[src/rtl/seg7_pkg.sv]
// rtl/seg7_pkg.sv - shared constants for the serial 7-segment display link sink
//
// Holds the bit positions of the four link wires in the sin bus and the
// display geometry (digit count and bits per digit).
package seg7_pkg;

  // Position of each link wire inside the 4-bit sin bus.
  localparam int SIN_SCLK = 3;
  localparam int SIN_CLRN = 2;
  localparam int SIN_DAT  = 1;
  localparam int SIN_EN   = 0;

  // Display geometry: one byte of segment pattern per digit.
  localparam int DIGITS         = 8;
  localparam int BITS_PER_DIGIT = 8;

endpackage

[src/rtl/sync_edge.sv]
// rtl/sync_edge.sv - 2-FF synchroniser with history FF and edge pulses
//
// Ports:
//   clk   in   system clock
//   rst   in   asynchronous active-high reset
//   din   in   asynchronous input wire
//   level out  synchronised level (second stage)
//   rise  out  one-cycle pulse on a synchronised 0->1 transition
//   fall  out  one-cycle pulse on a synchronised 1->0 transition
module sync_edge #(
  parameter logic RST_VAL = 1'b0
) (
  input  logic clk,
  input  logic rst,
  input  logic din,
  output logic level,
  output logic rise,
  output logic fall
);

  // sr[0], sr[1] form the synchroniser; sr[2] is the history stage used
  // only for edge detection.
  logic [2:0] sr;

  always_ff @(posedge clk or posedge rst) begin
    if (rst) begin
      sr <= {3{RST_VAL}};
    end else begin
      sr <= {sr[1:0], din};
    end
  end

  assign level = sr[1];
  assign rise  = sr[1] & ~sr[2];
  assign fall  = ~sr[1] & sr[2];

endmodule

[src/rtl/seg7_serial_sink.sv]
// rtl/seg7_serial_sink.sv - serial display link receiver and 8-digit 7-segment scanner
//
// Ports:
//   clk         in   system clock
//   rst         in   asynchronous active-high reset
//   sin[3:0]    in   link: [3]=sclk, [2]=sclrn (active-low clear), [1]=sdat, [0]=sen (latch)
//   pdata       out  last correctly latched frame (WIDTH bits)
//   frame_valid out  one-cycle pulse when a frame latches
//   frame_err   out  one-cycle pulse when a latch arrives with a wrong bit count
//   segment     out  active-low segment lines of the selected digit
//   anode       out  active-low one-hot digit select
module seg7_serial_sink
  import seg7_pkg::*;
#(
  parameter int WIDTH    = 64,
  parameter int SCAN_DIV = 1024
) (
  input  logic             clk,
  input  logic             rst,
  input  logic [3:0]       sin,
  output logic [WIDTH-1:0] pdata,
  output logic             frame_valid,
  output logic             frame_err,
  output logic [7:0]       segment,
  output logic [7:0]       anode
);

  localparam int CW = $clog2(WIDTH + 2);
  localparam int SW = $clog2(SCAN_DIV);
  localparam int PW = $clog2(WIDTH);

  logic [3:0] sin_level;
  logic [3:0] sin_rise;
  logic [3:0] sin_fall;

  // sclrn idles high, so its synchroniser resets high to avoid a spurious
  // clear right after reset.
  for (genvar i = 0; i < 4; i++) begin : g_sync
    sync_edge #(
      .RST_VAL (logic'(i == SIN_CLRN))
    ) u_sync (
      .clk   (clk),
      .rst   (rst),
      .din   (sin[i]),
      .level (sin_level[i]),
      .rise  (sin_rise[i]),
      .fall  (sin_fall[i])
    );
  end

  logic sclk_rise;
  logic sen_rise;
  logic clrn;
  logic sdat;

  assign sclk_rise = sin_rise[SIN_SCLK];
  assign sen_rise  = sin_rise[SIN_EN];
  assign clrn      = sin_level[SIN_CLRN];
  assign sdat      = sin_level[SIN_DAT];

  logic link_unused;
  assign link_unused = &{sin_fall, sin_rise[SIN_CLRN], sin_rise[SIN_DAT],
                         sin_level[SIN_SCLK], sin_level[SIN_EN]};

  // ---------------------------------------------------------------------
  // Shifter / latch
  // ---------------------------------------------------------------------
  logic [WIDTH-1:0] shreg;
  logic [CW-1:0]    bitcnt;
  logic             have_frame;

  always_ff @(posedge clk or posedge rst) begin
    if (rst) begin
      shreg       <= '0;
      bitcnt      <= '0;
      pdata       <= '0;
      frame_valid <= 1'b0;
      frame_err   <= 1'b0;
      have_frame  <= 1'b0;
    end else begin
      frame_valid <= 1'b0;
      frame_err   <= 1'b0;
      if (!clrn) begin
        // Clear wins over both shift and latch; pdata keeps the last frame.
        shreg  <= '0;
        bitcnt <= '0;
      end else begin
        if (sclk_rise) begin
          shreg <= {shreg[WIDTH-2:0], sdat};
        end
        if (sen_rise) begin
          // Latch sees the pre-shift shreg/bitcnt; a bit shifted in the
          // same cycle becomes the first bit of the next frame.
          if (bitcnt == CW'(WIDTH)) begin
            pdata       <= shreg;
            frame_valid <= 1'b1;
            have_frame  <= 1'b1;
          end else begin
            frame_err <= 1'b1;
          end
          bitcnt <= sclk_rise ? CW'(1) : CW'(0);
        end else if (sclk_rise && (bitcnt != CW'(WIDTH + 1))) begin
          // Saturating at WIDTH+1 keeps overrun distinguishable from a
          // full frame.
          bitcnt <= bitcnt + CW'(1);
        end
      end
    end
  end

  // ---------------------------------------------------------------------
  // Digit scanner
  // ---------------------------------------------------------------------
  logic [SW-1:0] scan_cnt;
  logic [2:0]    digit;
  logic [PW-1:0] base;

  assign base = PW'({digit, 3'b000});

  always_ff @(posedge clk or posedge rst) begin
    if (rst) begin
      scan_cnt <= '0;
      digit    <= '0;
      segment  <= 8'hFF;
      anode    <= 8'hFF;
    end else begin
      if (scan_cnt == SW'(SCAN_DIV - 1)) begin
        scan_cnt <= '0;
        digit    <= digit + 3'd1;
      end else begin
        scan_cnt <= scan_cnt + SW'(1);
      end
      // Registered from the current digit, so outputs follow a digit change
      // by one clock and pick up new pdata without restarting the scan.
      if (have_frame) begin
        anode   <= ~(8'b1 << digit);
        segment <= ~pdata[base +: BITS_PER_DIGIT];
      end else begin
        anode   <= 8'hFF;
        segment <= 8'hFF;
      end
    end
  end

endmodule

[config.mk]
export PLATFORM = sky130hd
export DESIGN_NAME = seg7_serial_sink
export DESIGN_NICKNAME = d
export VERILOG_FILES = /design/src/rtl/seg7_pkg.sv /design/src/rtl/sync_edge.sv /design/src/rtl/seg7_serial_sink.sv
export SDC_FILE = /design/constraint.sdc
export NUM_CORES = 1
export LEC_CHECK = 0
export ABC_AREA = 1
export CELL_PAD_IN_SITES_DETAIL_PLACEMENT = 1
export CELL_PAD_IN_SITES_GLOBAL_PLACEMENT = 1
export CORE_MARGIN = 4
export CORE_UTILIZATION = 45
export CTS_CLUSTER_DIAMETER = 120
export CTS_CLUSTER_SIZE = 16
export DETAILED_ROUTE_END_ITERATION = 8
export PLACE_DENSITY_LB_ADDON = 0.12
export SLEW_MARGIN = 20
export SYNTH_ARGS = -nofsm -noshare
export SYNTH_HDL_FRONTEND = slang
export SYNTH_SLANG_ARGS = --single-unit
[constraint.sdc]
create_clock -name clk -period 8.55 [get_ports clk]
set_input_delay 0.855 -clock clk [delete_from_list [all_inputs] [get_ports clk]]
set_output_delay 0.855 -clock clk [all_outputs]
set_load 0.05 [all_outputs]
# [After elaboration in Yosys (flattened, before gate mapping)]
# Index checks and enable logic that the tools add are counted.
# W data, S select, Z words.
[totals] ff_bits=177 input_bits=6 out_inout_bits=82 elab_cells=47
[classes] addsub=3 eq_ne=5 n_shift=2 n_mux=15 bitwise=6 n_reduce_logical=2
[ops] cell="$mux W64" count=2
[ops] cell="$shiftx A64 B7 Y8" count=1
[ops] cell="$mux W7" count=3
[ops] cell="$mux W8" count=2
[ops] cell="$not A8 Y8" count=2
[ops] cell="$add A10 B1 Y10 const B" count=1
[ops] cell="$eq A10 B10 Y1 const B" count=1
[ops] cell="$mux W10" count=1
[ops] cell="$shl A1 B3 Y8 const A" count=1
[ops] cell="$add A7 B1 Y7 const B" count=1
[ops] cell="$eq A7 B7 Y1 const B" count=1
[ops] cell="$mux W1" count=7
[ops] cell="$ne A7 B7 Y1 const B" count=1
[ops] cell="$add A3 B1 Y3 const B" count=1
[ops] cell="$ne A3 B3 Y1 const B" count=1
[ops] cell="$reduce_and A3 Y1" count=1
[ops] cell="$and A1 B1 Y1" count=2
[ops] cell="$ne A2 B2 Y1 const B" count=1
[ops] cell="$not A1 Y1" count=2
[ops] cell="$logic_and A1 B1 Y1" count=1

# [Depth between registers and ports, before layout]
[depth] depth_word=6 mapped_depth=10 mapped_depth_nobuf=9

# [Hierarchy]
# A second synthesis with hierarchy kept.
[hier_totals] hier_cells=758 hier_area_um2=7450.9
[by_module_without_submodules] module="seg7_serial_sink" n_inst=1 cells_each=726 area_per_inst_um2=7071.8 seq_area_each_um2=4199.0
[by_module_without_submodules] module="sync_edge at g_sync[0].u_sync ..." n_inst=3 cells_each=8 area_per_inst_um2=93.8 seq_area_each_um2=75.1
[by_module_without_submodules] module="sync_edge at g_sync[2].u_sync" n_inst=1 cells_each=8 area_per_inst_um2=97.6 seq_area_each_um2=78.8

# [Worst setup path before layout]
# Ideal clock, no wire load.
[synth_path] path_type="reg2out" start="reg anode[0]" end="out anode[0]" arrival_time_ns=0.656 setup_slack_ns=7.039 path_stages_with_launch=1 n_path_buf=0 cell_sequence="dfstp_2"
[synth_lines] element="start: declaration" line_no="seg7_serial_sink.sv:25" rtl="output logic [7:0] anode"
[synth_lines] element="start signal: assignment" line_no="seg7_serial_sink.sv:136" rtl="anode <= ~(8'b1 << digit);"
# No word-level cell between the ends.

# [Worst setup path after layout]
[layout_path] start="reg g_sync[2].u_sync.sr[1]" end="reg pdata[34]"
[layout_between] elab_chain_len=1
[layout_lines] element="start: declaration" line_no="sync_edge.sv:23" rtl="logic [2:0] sr;"
[layout_lines] element="start signal: assignment" line_no="sync_edge.sv:27" rtl="sr <= {3{RST_VAL}};"
[layout_lines] element="start signal: assignment" line_no="sync_edge.sv:29" rtl="sr <= {sr[1:0], din};"
[layout_lines] element="$reduce_and A3 Y1 (no line)"
[layout_lines] element="end signal: assignment" line_no="seg7_serial_sink.sv:95" rtl="pdata <= shreg;"
[layout_lines] element="end: declaration" line_no="seg7_serial_sink.sv:21" rtl="output logic [WIDTH-1:0] pdata,"
# Every way passes these cells.
# A chain may end at the register's enable or synchronous reset.

==> results.md <==
- Status: finished, final reports clean
- Final Max Slew Viols: 0
- R2R Path Start: g_sync[2].u_sync.sr[1]
- Critical Path RT: 8.82 ns
- Chip Height: 137 um
- Clk pwr share: 0.479
- Nets@finish: 972
- Syn Area/Cell: 8.46 sq um
- Resize count post-CTS: 0
- Clk_lat worst skew: 0.43 ns
- CP Capture Type: register
- TritonCTS sink count: ~180
- Die X: 137 um
- Yosys cell types: 26
- Total track usage: 0.242
- Drt wl/cell: 18.3 um
- Hold crit path type: register to register
- Sw Pwr: 0.383 mW
- R2R Path End: pdata[34]
- Num CTS Buffers: 17
- Clock Tree Buf Depth: 2
- Critical path endpoint: pdata[34]
- Share of layout cells above drive strength 1: 0.0660
- Leak: 4.57 nW
- Sequential cell area: 4450 sq um
- Area Growth Syn to Fin: 21.6%
- Comb pwr share: 0.026
- Total number of vias: 6,221
- Synthesis Warnings: 0
- Rel. slew slack: 0.330
- Drt first-iter violations: 469
- Power, Total: 1.70 mW
- RSZ-0062 raised after global routing: no
- Crit Path Max Fanout: 70
- # IOs: 88
- Peak Freq: 320 MHz
- Worst Setup SP: g_sync[2].u_sync.sr[1]
- Final Critical Period: 3.13 ns
- Setup Fix Bufs, Post-CTS: 0
- Syn Inst Count: just under 900
- Largest net degree at the start of global routing: 98
- WP data arrival: between 3 and 4 ns
- Flop pwr share: 0.495
- Detail Route Antenna Nets: 0
- Syn nets: around 900
- Maxcap violations: 0
- Hold Fails Final Rpt: 0
- WL met3: approximately 850 um
- Met2 wire length: 10,800 um
- Worst ir drop on vdd: 0.160 mV
- Met1 WL: around 9700 um
- Startpoint Class: register
- Internal: 1.32 mW
- GP Congestion: 0.785
- TritonCTS clock tree: built
- Root Driver: clkbuf_16
- DR pass1 iterations: 5
- Power Density: 187 nW/um^2
- Footprint of the multi-input gates: 2570 sq um
- Flop2flop setup slack: 5.42 ns
- Dpl hpwl: between 10,000 and 15,000 um
- Worst clock skew: ~0.0091 ns
- Final WL: 21,700 um
- Initial Util: 0.466
- First-pass GRT wire length: between 30,000 and 40,000 um
- Num rows: 46
- Hold_buf cts: 0
- DRC Markers: 0
- Switching part of the total: 0.225
- Clk slew on worst S/H paths: around 0.06 ns
- Share of synthesized area occupied by flip-flops and latches: 0.592
- Top sig layer: met4
- Inserted Diodes: 0
- Fillers: 1,916
- Syn Std Cell Area: 7520 sq um
- Total Neg Setup Slack: 0 ns
- Worst-Margin Slew: 0.999 ns
- Crit Path Category: register to register
- # port buffers: 87
- Core outline area: 16,100 sq um
- Vias in the first global route: 6,512
- # setup viols final: 0
- Cells on worst reg2reg path: 8
- Period utilization: 0.366
- H-tree depth: 4
- Register bit total from synthesis: 177
- Critical hold path startpoint: g_sync[0].u_sync.sr[0]
- Initial antenna violation count: 0
- Vias per cell: 5.25
- Total gr overflow: 0
- Full die area: 18,800 sq um
- Hold WS: about 0.35 ns
-- routing by layer --
metal	global-route usage	vias to the layer above
met5	0	-
li1	-	2897
met1	0.326	3166
met2	0.409	134
met3	0.0358	24
met4	0.0687	0
-- critical path, stage by stage, from the launching register on --
cell      delay [ns]
dfstp_2         0.36
buf_4           0.32
inv_1           0.16
nor2_1          0.08
nand2_2         0.07
buf_4           0.54
clkinv_2        0.96
nand2_1         0.33
o21ai_0         0.12
-- state kept, by name, summed over array words and instances, names as in the netlist --
register,cells
anode,8
bitcnt,7
digit,3
frame_err,1
frame_valid,1
g_sync.u_sync.sr,10
have_frame,1
pdata,64
scan_cnt,10
segment,8
shreg,64
-- how the worst min path moves through the flow --
stage,end,slack (ns),cells past startpoint
CTS,g_sync[0].u_sync.sr[1],0.35,0
finish,g_sync[0].u_sync.sr[1],0.35,0
global route,g_sync[0].u_sync.sr[1],0.35,0
global placement,g_sync[1].u_sync.sr[1],0.33,0
floorplan,g_sync[0].u_sync.sr[1],0.33,0
detailed placement,g_sync[1].u_sync.sr[1],0.34,0
-- layout by cell type, fill, tap and decap left out, drive strengths merged --
cell type / instances
a31oi: 1
clkdlybuf4s50: 87
or2: 2
nand3: 10
nor2: 52
buf: 6
xnor2: 2
ha: 10
o21a: 1
clkbuf: 18
dfrtp: 159
clkinv: 7
clkinvlp: 3
nand4: 5
xor2: 4
o22ai: 16
inv: 80
dfstp: 18
a21oi: 1
nand2: 364
o21bai: 1
o21ai: 114
bufinv: 3
nor3: 5
-- cell type report --
cell class | instances | area share
flip-flops and latches | 177 | 0.487
multi-input cells | 588 | 0.282
repair buffers | 93 | 0.101
clock buffers | 18 | 0.0481
inverters | 79 | 0.0331
well taps | 216 | 0.0296
clock inverters | 14 | 0.0199
-- power groups by stage --
stage	registers (mW)	clock network [mW]	logic [mW]
3_3_place_gp	0.860	0	0.0436
5_1_grt	0.844	0.864	0.0511
6_report	0.844	0.816	0.0439
2_1_floorplan	0.860	0	0.0312
4_1_cts	0.844	0.830	0.0455
3_5_place_dp	0.860	0	0.0453
-- Yosys cell counts --
cell	n	area, sq um
nand4_1	5	31.3
or2_2	2	12.5
nand3_1	10	50.1
xnor2_1	2	17.5
o21ai_1	1	5.00
inv_1	78	293
o21ai_0	113	566
nand2_2	1	6.26
xor2_1	4	35.0
nor2_2	1	6.26
clkbuf_1	27	101
o21bai_1	1	7.51
dfrtp_1	159	3980
o22ai_1	16	100
nor3_2	1	10.0
buf_2	16	80.1
a21oi_1	1	5.00
a31oi_1	1	6.26
dfstp_2	18	473
buf_6	2	22.5
ha_1	10	125
nor2_1	51	191
nand2_1	363	1360
o21a_1	1	7.51
inv_2	1	3.75
nor3_1	4	20.0
-- through the flow --
stage          cell area [sq um]  std cells  setup slack, ns   util
2_1_floorplan               7520        889             2.92      -
3_3_place_gp                8510       1153             5.42  0.528
3_5_place_dp                8510       1153             5.34  0.528
4_1_cts                     9130       1185             5.32  0.567
5_1_grt                     9140       1185             5.11  0.567
6_report                    9140       1185             5.42  0.567
-- kinds of logic after synthesis --
| kind of cell | after synthesis | synth area share |
|---|---|---|
| xor gates and xnor gates | 6 | 0.00699 |
| buffers and inverters | 124 | 0.0666 |
| adders and majority gates | 10 | 0.0166 |
| and+or+nand+nor | 438 | 0.225 |
| DFF | 177 | 0.592 |
| AOI/OAI and AO/OA | 134 | 0.0927 |
Note: power is estimated with default switching activity, not from simulation.
